File: config.mk
export PLATFORM = sky130hd
export DESIGN_NAME = capture_sequencer_flat
export DESIGN_NICKNAME = d
export VERILOG_FILES = /design/src/rtl/capture_sequencer_if.sv /design/src/rtl/capture_sequencer.sv /design/src/flat_wrapper.sv
export SDC_FILE = /design/constraint.sdc
export NUM_CORES = 1
export LEC_CHECK = 0
export ABC_AREA = 1
export BUFFER_PORTS_ARGS = -buffer_cell sky130_fd_sc_hd__buf_4
export CAP_MARGIN = 0
export CORE_ASPECT_RATIO = 1.5
export CORE_MARGIN = 2
export CORE_UTILIZATION = 37
export CTS_CLUSTER_SIZE = 24
export DETAILED_ROUTE_END_ITERATION = 6
export PLACE_DENSITY = 0.59
export SLEW_MARGIN = 20
export SYNTH_ARGS = -nofsm -noshare
export SYNTH_HDL_FRONTEND = slang
export SYNTH_SLANG_ARGS = --single-unit
File: constraint.sdc
create_clock -name clk -period 6.5 [get_ports clk]
set_input_delay 1.3 -clock clk [delete_from_list [all_inputs] [get_ports clk]]
set_output_delay 1.3 -clock clk [all_outputs]
set_load 0.05 [all_outputs]
File: src/rtl/capture_sequencer_if.sv
// capture_sequencer_if: bundles the command stream, buffer config strobe, DMA monitor and status signals.
// Ports (slave = sequencer side):
//   cmd_data/cmd_valid/cmd_ready : command stream {opcode, mode, capture_len, arm_timeout}
//   trigger_in                   : level trigger
//   buf_cfg_data/buf_cfg_valid   : sample buffer config {mode, start, stop} with a one-cycle strobe
//   dma_valid/dma_ready/dma_last : monitored DMA output handshake
//   state_out/status_out/busy    : state encoding, {timeout_flag, abort_flag}, not-idle indicator
`timescale 1ns/1ps
interface capture_sequencer_if #(
    parameter int CHANNELS   = 8,
    parameter int LEN_WIDTH  = 32,
    parameter int MODE_WIDTH = $clog2($clog2(CHANNELS) + 1)
);
    logic [2+MODE_WIDTH+2*LEN_WIDTH-1:0] cmd_data;
    logic                                cmd_valid;
    logic                                cmd_ready;
    logic                                trigger_in;
    logic [MODE_WIDTH+1:0]               buf_cfg_data;
    logic                                buf_cfg_valid;
    logic                                dma_valid;
    logic                                dma_ready;
    logic                                dma_last;
    logic [2:0]                          state_out;
    logic [1:0]                          status_out;
    logic                                busy;
    modport master (
        output cmd_data, cmd_valid, trigger_in, dma_valid, dma_ready, dma_last,
        input  cmd_ready, buf_cfg_data, buf_cfg_valid, state_out, status_out, busy
    );
    modport slave (
        input  cmd_data, cmd_valid, trigger_in, dma_valid, dma_ready, dma_last,
        output cmd_ready, buf_cfg_data, buf_cfg_valid, state_out, status_out, busy
    );
endinterface

File: src/rtl/capture_sequencer.sv
// capture_sequencer: arms, triggers, times and reads out one RFADC capture per ARM command.
// Ports:
//   clk   : RFADC clock
//   reset : asynchronous active-low reset
//   bus   : capture_sequencer_if slave modport (command stream, trigger, buffer config, DMA monitor, status)
`timescale 1ns/1ps
module capture_sequencer #(
    parameter int CHANNELS   = 8,
    parameter int LEN_WIDTH  = 32,
    parameter int MODE_WIDTH = $clog2($clog2(CHANNELS) + 1)
) (
    input logic                clk,
    input logic                reset,
    capture_sequencer_if.slave bus
);
    typedef enum logic [2:0] {
        IDLE    = 3'd0,
        START   = 3'd1,
        ARMED   = 3'd2,
        CAPTURE = 3'd3,
        STOP    = 3'd4,
        READOUT = 3'd5
    } state_t;
    state_t                state, nxt;
    logic [LEN_WIDTH-1:0]  cnt, cnt_nxt, len, timeout, beats_needed;
    logic [MODE_WIDTH-1:0] mode;
    logic                  timeout_flag, abort_flag, to_nxt, ab_nxt;
    logic                  cmd_ready, busy, cfg_valid;
    logic [MODE_WIDTH+1:0] cfg_data;
    logic [1:0]            opcode;
    logic [MODE_WIDTH-1:0] cmd_mode;
    logic [LEN_WIDTH-1:0]  cmd_len, cmd_timeout;
    logic                  fire, arm, abort, beat;
    assign {opcode, cmd_mode, cmd_len, cmd_timeout} = bus.cmd_data;
    assign fire  = bus.cmd_valid & cmd_ready;
    assign arm   = fire & (opcode == 2'b01);
    assign abort = fire & (opcode == 2'b10);
    assign beat  = bus.dma_valid & bus.dma_ready & bus.dma_last;
    // timestamp plus data buffer for each of the 1<<mode active banks
    assign beats_needed = LEN_WIDTH'(2) << mode;
    // one counter serves as ARMED cycle count, CAPTURE countdown and READOUT beat count
    always_comb begin
        nxt     = state;
        cnt_nxt = cnt;
        to_nxt  = timeout_flag;
        ab_nxt  = abort_flag;
        case (state)
            IDLE: if (arm) begin
                nxt    = START;
                to_nxt = 1'b0;
                ab_nxt = 1'b0;
            end
            START: begin
                nxt     = ARMED;
                cnt_nxt = '0;
            end
            ARMED: if (abort) begin
                nxt    = STOP;
                ab_nxt = 1'b1;
            end else if (bus.trigger_in) begin
                nxt     = CAPTURE;
                cnt_nxt = len;
            end else if (timeout != '0 && cnt == timeout - LEN_WIDTH'(1)) begin
                nxt    = STOP;
                to_nxt = 1'b1;
            end else
                cnt_nxt = cnt + LEN_WIDTH'(1);
            // a length of 0 or 1 both give a single capture cycle
            CAPTURE: if (abort) begin
                nxt    = STOP;
                ab_nxt = 1'b1;
            end else if (cnt <= LEN_WIDTH'(1))
                nxt = STOP;
            else
                cnt_nxt = cnt - LEN_WIDTH'(1);
            STOP: begin
                nxt     = (timeout_flag | abort_flag) ? IDLE : READOUT;
                cnt_nxt = '0;
            end
            READOUT: if (beat) begin
                nxt     = (cnt == beats_needed - LEN_WIDTH'(1)) ? IDLE : READOUT;
                cnt_nxt = (cnt == beats_needed - LEN_WIDTH'(1)) ? '0 : cnt + LEN_WIDTH'(1);
            end
            default: nxt = IDLE;
        endcase
    end
    always_ff @(posedge clk or negedge reset)
        if (!reset) state <= IDLE;
        else        state <= nxt;
    always_ff @(posedge clk or negedge reset) begin
        if (!reset) begin
            cnt          <= '0;
            mode         <= '0;
            len          <= '0;
            timeout      <= '0;
            timeout_flag <= 1'b0;
            abort_flag   <= 1'b0;
            cmd_ready    <= 1'b0;
            busy         <= 1'b0;
            cfg_valid    <= 1'b0;
            cfg_data     <= '0;
        end else begin
            cnt          <= cnt_nxt;
            timeout_flag <= to_nxt;
            abort_flag   <= ab_nxt;
            if (state == IDLE && arm) begin
                mode    <= cmd_mode;
                len     <= cmd_len;
                timeout <= cmd_timeout;
            end
            cmd_ready <= nxt == IDLE || nxt == ARMED || nxt == CAPTURE;
            busy      <= nxt != IDLE;
            // strobe lands the cycle after START/STOP; data holds between strobes
            cfg_valid <= state == START || state == STOP;
            if (state == START || state == STOP) cfg_data <= {mode, state == START, state == STOP};
        end
    end
    assign bus.cmd_ready     = cmd_ready;
    assign bus.busy          = busy;
    assign bus.buf_cfg_valid = cfg_valid;
    assign bus.buf_cfg_data  = cfg_data;
    assign bus.state_out     = state;
    assign bus.status_out    = {timeout_flag, abort_flag};
endmodule

File: src/flat_wrapper.sv
// flat-port wrapper written by rule: the top's interface ports become plain ports
module capture_sequencer_flat 
#(
    parameter int CHANNELS   = 8,
    parameter int LEN_WIDTH  = 32,
    parameter int MODE_WIDTH = $clog2($clog2(CHANNELS) + 1)
)
  (clk, reset, bus_cmd_data, bus_cmd_valid, bus_trigger_in, bus_dma_valid, bus_dma_ready, bus_dma_last, bus_cmd_ready, bus_buf_cfg_data, bus_buf_cfg_valid, bus_state_out, bus_status_out, bus_busy);
  capture_sequencer_if #(.CHANNELS(CHANNELS), .LEN_WIDTH(LEN_WIDTH), .MODE_WIDTH(MODE_WIDTH)) bus_i ();
  input logic clk;
  input logic reset;
  input wire logic [$bits(bus_i.cmd_data)-1:0] bus_cmd_data;
  input wire logic [$bits(bus_i.cmd_valid)-1:0] bus_cmd_valid;
  input wire logic [$bits(bus_i.trigger_in)-1:0] bus_trigger_in;
  input wire logic [$bits(bus_i.dma_valid)-1:0] bus_dma_valid;
  input wire logic [$bits(bus_i.dma_ready)-1:0] bus_dma_ready;
  input wire logic [$bits(bus_i.dma_last)-1:0] bus_dma_last;
  output wire logic [$bits(bus_i.cmd_ready)-1:0] bus_cmd_ready;
  output wire logic [$bits(bus_i.buf_cfg_data)-1:0] bus_buf_cfg_data;
  output wire logic [$bits(bus_i.buf_cfg_valid)-1:0] bus_buf_cfg_valid;
  output wire logic [$bits(bus_i.state_out)-1:0] bus_state_out;
  output wire logic [$bits(bus_i.status_out)-1:0] bus_status_out;
  output wire logic [$bits(bus_i.busy)-1:0] bus_busy;
  assign bus_i.cmd_data = bus_cmd_data;
  assign bus_i.cmd_valid = bus_cmd_valid;
  assign bus_i.trigger_in = bus_trigger_in;
  assign bus_i.dma_valid = bus_dma_valid;
  assign bus_i.dma_ready = bus_dma_ready;
  assign bus_i.dma_last = bus_dma_last;
  assign bus_cmd_ready = bus_i.cmd_ready;
  assign bus_buf_cfg_data = bus_i.buf_cfg_data;
  assign bus_buf_cfg_valid = bus_i.buf_cfg_valid;
  assign bus_state_out = bus_i.state_out;
  assign bus_status_out = bus_i.status_out;
  assign bus_busy = bus_i.busy;
  capture_sequencer #(.CHANNELS(CHANNELS), .LEN_WIDTH(LEN_WIDTH), .MODE_WIDTH(MODE_WIDTH)) u_core (.clk(clk), .reset(reset), .bus(bus_i));
endmodule
# After elaboration in Yosys (flattened, before gate mapping)

Cells that the tools add are included.

Flip-flop bits (word level): 110
Output and inout port bits: 12
Logic and storage cells: 85
Input port bits: 75

Equality and inequality tests: 20
Mux-type cells: 25
Reduce and logical (&&, ||, !) cells: 17
Shift-type cells: 1
Bitwise logic cells: 6
$add $sub $neg: 4
Magnitude comparators: 1

Operators with widths:

| operator                                               | count |
|---|---|
| two-way mux 32 bit                                     | 7 |
| one-hot mux 32 bit (4 select lines)                    | 1 |
| subtractor 32 x 1 -> 32 bit (second input constant)    | 3 |
| equality test 32 bit                                   | 2 |
| adder 32 x 1 -> 32 bit (second input constant)         | 1 |
| <= comparator 32 x 1 -> 1 bit (second input constant)  | 1 |
| nonzero test 32 bit                                    | 1 |
| << shifter 2 x 2 -> 32 bit (first input constant)      | 1 |
| two-way mux 3 bit                                      | 9 |
| one-hot mux 3 bit (6 select lines)                     | 1 |
| equality test 3 x 2 -> 1 bit (second input constant)   | 4 |
| inequality test 2 x 1 -> 1 bit (second input constant) | 4 |
| inequality test 2 bit (second input constant)          | 4 |
| equality test 3 bit (second input constant)            | 2 |
| zero test 3 bit                                        | 2 |
| AND reduction 6 bit                                    | 1 |
| AND 1 bit                                              | 5 |
| two-way mux 1 bit                                      | 5 |
| AND reduction 5 bit                                    | 1 |
| one-hot mux 1 bit (2 select lines)                     | 2 |
| nonzero test 2 bit                                     | 2 |
| nonzero test 4 bit                                     | 1 |
| OR reduction 2 bit                                     | 2 |
| equality test 3 x 1 -> 1 bit (second input constant)   | 1 |
| 8 further kinds                                        | 11 |

# Logic depth before layout (Yosys ltp)

Word-level depth: 10
Mapped depth: 20
Mapped depth without buffers: 20

# Least setup slack after synthesis

Ideal clock, no wire load.

Path type: input-to-reg
Start: input port bus_cmd_data[67]
End: register u_core.cnt[21]
Data arrival time: 2.397 ns
Setup time: 0.117 ns
Buffers on the path: 1
Required time: 6.383 ns
Stages: 8
Setup slack: 3.986 ns
Cell sequence: inv_1 > nor3_1 > inv_1 > a21oi_1 > nor2_1 > clkbuf_1 > nand3_1 > nand2_1

Longest elaborated chain between the ends: 4
Elaborated cells between the ends (all ways): 5
Classes of those cells: eq/ne: 3; bitwise: 1; reduce/logical: 1

RTL lines:

| what                                     | RTL line                 | RTL |
|---|---|---|
| from (decl)                              | flat_wrapper.sv:12       | `input wire logic [$bits(bus_i.cmd_data)-1:0] bus_cmd_data;` |
| equality test 2 bit (*)                  | capture_sequencer.sv:37  | `assign abort = fire & (opcode == 2'b10);` |
| AND 1 bit (*)                            | capture_sequencer.sv:37  |  |
| inequality test 2 bit (no source line)   | n/a                      |  |
| AND reduction 6 bit (no source line) (*) | n/a                      |  |
| to (signal assigned)                     | capture_sequencer.sv:103 | `cnt <= cnt_nxt;` |
| to (decl)                                | capture_sequencer.sv:25  | `logic [LEN_WIDTH-1:0] cnt, cnt_nxt, len, timeout, beats_needed;` |

Every way passes the cells marked *; elsewhere a longest branch is shown, timed or not.
A chain may end at the register's enable or synchronous reset.

# Worst setup path in the final report

Start: register u_core.timeout[19]
End: register u_core.cnt[21]

Longest elaborated chain between the ends: 5
Elaborated cells between the ends (all ways): 6
Classes of those cells: add/sub: 1; eq/ne: 2; reduce/logical: 3

RTL lines:

| what                                       | RTL line                 | RTL |
|---|---|---|
| from (decl)                                | capture_sequencer.sv:25  |  |
| from (signal assigned)                     | capture_sequencer.sv:109 | `timeout <= cmd_timeout;` |
| subtractor 32 x 1 -> 32 bit                | capture_sequencer.sv:63  | `end else if (timeout != '0 && cnt == timeout - LEN_WIDTH'(1)) begin` |
| equality test 32 bit                       | capture_sequencer.sv:63  |  |
| logical AND 1 bit (*)                      | capture_sequencer.sv:63  |  |
| inequality test 3 bit (no source line) (*) | n/a                      |  |
| AND reduction 6 bit (no source line) (*)   | n/a                      |  |

Marks and branches as above.

==> run summary <==
Skew final -> 0.00990 ns
Outcome -> complete, no violations
Commonest non-fill, non-tap cell in the layout -> nand2_1
Tot Pwr -> 4.80 mW
PortBufs -> 86
CP dominant cell by count -> nand2_1
Synth-to-layout area growth -> 13.2%
Adder-cell share of the synthesized area -> 0.00722
First-pass GRT wire length -> 49200 um
Layout cells sized above 1 -> 0.0980
F_max -> 0.266 GHz
DR vias -> 9062
Routed len/inst -> 17.7 um
Post-Syn Area per Cell -> 6.22 sq um
Tot GR Track Use -> 0.261
Via density -> 5.17
Fin. Hold Viols -> 0
Worst reg2reg path depth -> 15
Critical Path Sink -> u_core.cnt[21]
Worst Path Max Fanout -> 33
Core Region -> 23100 sq um
Power per cell area -> 489 nW/um^2
Resized cells post-CTS -> 0
Path length in cells of the critical path -> 15
P_leak -> 4.76 nW
Largest net degree at the start of global routing -> 94
Final net count -> 1514
Leading register cell type out of synthesis -> dfrtp_1
R2R Setup Slk -> 2.74 ns
Yosys cell types -> 43
Final slew viol count -> 0
CP max-delay cell -> nand2_4
WP buf/inv -> 0
Multiplexer share of the synthesized area -> 0.00260
CP Cell Sequence -> nor2_1 -> nand2_1 -> nor2_1 -> nand2_1 -> o21ai_0 -> nand2_1 -> nand2_1 -> nand2_1 -> nor2_1 -> nand3_1 -> nor2_2 -> nand4_4 -> nand2_4 -> nand2_1 -> nand2_1
Post-Syn Instances -> 1393
Boundary pin count -> 87
Routed wire length -> 31100 um
RSZ-0062 raised after global routing -> false
CTS tree -> done
Syn Nets -> 1473
Finish-stage setup viols -> 0
Min Tclk post-route -> 3.76 ns
Mapped Area -> 8670 sq um
Die footprint -> 24700 sq um
Vias in the first global route -> 8946
Number of synthesized flops with an enable pin -> 0
Max cap viols -> 0
Synth Area in Compound Gates -> 0.106
FF-to-FF End -> u_core.cnt[21]
CTS Hold Bufs -> 0
Die outline width -> 129 um
Initial core utilization -> 0.376
Worst relative slew slack -> 0.396
Register area share after synthesis -> 0.318
Flops & latches, synth -> 110
H-tree depth -> 3
Xor/xnor share of the synthesized area -> 0.0525
CP max stage delay -> 0.60 ns
Die H -> 191 um
CTS clock-pin slew for the worst setup and hold paths -> 0.07 ns
CTS root buffer -> clkbuf_16
Worst skew pair latency -> 0.37 ns
Drt pass-1 iters -> 7
Antenna-violating nets left -> 0
RD Place Congestion -> 1.00
HPWL Detailed -> 23900 um
CP Data Arrival Time -> 4.06 ns
Worst Path Required -> 6.80 ns
Clk buf depth -> 2
Critical path origin -> u_core.timeout[19]
Rows -> 68
Critical R2R Launch -> u_core.timeout[19]
Crit path max-delay family -> simple AND/OR/NAND/NOR gates
Simple-gate share of the synthesized area -> 0.422
Most frequent cells in the layout -> 485 x nand2_1, 174 x nor2_1, 132 x inv_1
GR Overflow Total -> 0
# clock sinks -> 110
Crit. End Element -> register
Hold Path Class -> register to register
Iter 0 DRT Violations -> 612
WS Path Type -> register to register
Max VDD drop -> 0.000222 V
Crit share post-route -> 0.578
Actual slew at the worst max-slew pin -> 0.905 ns
Initial antenna violation count -> 0
Crit path launch type -> register
Ant diodes -> 0
YS warnings -> 0
Async set or reset register ratio after synthesis -> 1.00
Setup TNS -> 0 ns
DRC -> 0
Largest family of logic cells by synthesized area -> simple AND/OR/NAND/NOR gates
Post CTS Setup Buffer Count -> 0
Cts bufs inserted -> 9
## sequential cells by signal (all words and copies together) (netlist names)
signal,cells
u_core.abort_flag,1
u_core.bus.buf_cfg_data,4
u_core.bus.buf_cfg_valid,1
u_core.bus.busy,1
u_core.bus.cmd_ready,1
u_core.bus.state_out,3
u_core.cnt,32
u_core.len,32
u_core.mode,2
u_core.timeout,32
u_core.timeout_flag,1
## per-stage QoR
| step | worst slack [ns] | instance area (sq um) | std cells | utilization | hold slack [ns] |
|---|---|---|---|---|---|
| 2_1_floorplan | 3.99 | 8670 | 1393 | - | 0.437 |
| 3_3_place_gp | 2.80 | 9480 | 1738 | 0.411 | 0.450 |
| 3_5_place_dp | 2.83 | 9480 | 1738 | 0.411 | 0.455 |
| 4_1_cts | 2.81 | 9810 | 1754 | 0.426 | 0.474 |
| 5_1_grt | 2.51 | 9810 | 1754 | 0.426 | 0.486 |
| 6_report | 2.74 | 9810 | 1754 | 0.426 | 0.468 |
## kinds of logic after synthesis
family | Yosys count
DFF | 110
xor gates and xnor gates | 52
muxes | 2
buffers and inverters | 197
and+or+nand+nor | 870
AOI/OAI and AO/OA | 157
adders and majority gates | 5
## power breakdown
group | leakage (nW) | switching [mW] | internal [mW]
Clock | 0.167 | 0.284 | 0.364
Combinational | 3.22 | 1.76 | 0.873
Sequential | 1.37 | 0.509 | 1.01
## cell usage after synthesis, drive strengths merged (3+ instances only)
cell | instances | share of area
a21oi | 25 | 0.014
buf | 25 | 0.017
clkbuf | 38 | 0.017
dfrtp | 110 | 0.32
ha | 5 | 0.0072
inv | 132 | 0.057
nand2 | 490 | 0.21
nand3 | 123 | 0.071
nand3b | 7 | 0.0061
nand4 | 26 | 0.020
nor2 | 193 | 0.091
nor3 | 20 | 0.012
o211ai | 29 | 0.025
o21ai | 82 | 0.047
o221ai | 4 | 0.0040
o22ai | 3 | 0.0022
o31ai | 4 | 0.0035
or2 | 8 | 0.0058
xnor2 | 13 | 0.013
xor2 | 39 | 0.039
## worst reg2reg max path: stages (launching register included)
cell	delay, ns
dfrtp_1	0.47
nor2_1	0.28
nand2_1	0.17
nor2_1	0.34
nand2_1	0.16
o21ai_0	0.36
nand2_1	0.09
nand2_1	0.10
nand2_1	0.06
nor2_1	0.09
nand3_1	0.11
nor2_2	0.16
nand4_4	0.50
nand2_4	0.62
nand2_1	0.11
nand2_1	0.08
## routing by layer
metal | global-route usage | share of wire | vias up
met4 | 0.143 | 0.056 | 0
met1 | 0.303 | 0.40 | 4223
met3 | 0.0313 | 0.036 | 77
met2 | 0.463 | 0.50 | 221
li1 | - | - | 4541
met5 | 0 | 0 | -
## area by class of cell
type	count	area, sq um
multi-input cells	1086	5130
fillers	2554	13200
inverters	134	503
flip-flops and latches	110	2750
well taps	315	394
clock inverters	5	86.3
repair buffers	93	698
clock buffers	11	253
## how the worst min path moves through the flow
stage | start | endpoint | slack, ns | cells past startpoint
finish | u_core.len[18] | u_core.len[18] | 0.47 | 2
global route | u_core.len[18] | u_core.len[18] | 0.49 | 2
detailed placement | u_core.len[18] | u_core.len[18] | 0.46 | 2
CTS | u_core.len[18] | u_core.len[18] | 0.47 | 2
global placement | u_core.len[20] | u_core.len[20] | 0.45 | 2
floorplan | u_core.len[10] | u_core.len[10] | 0.44 | 2
No activity file was read; power rests on OpenSTA's default activity.
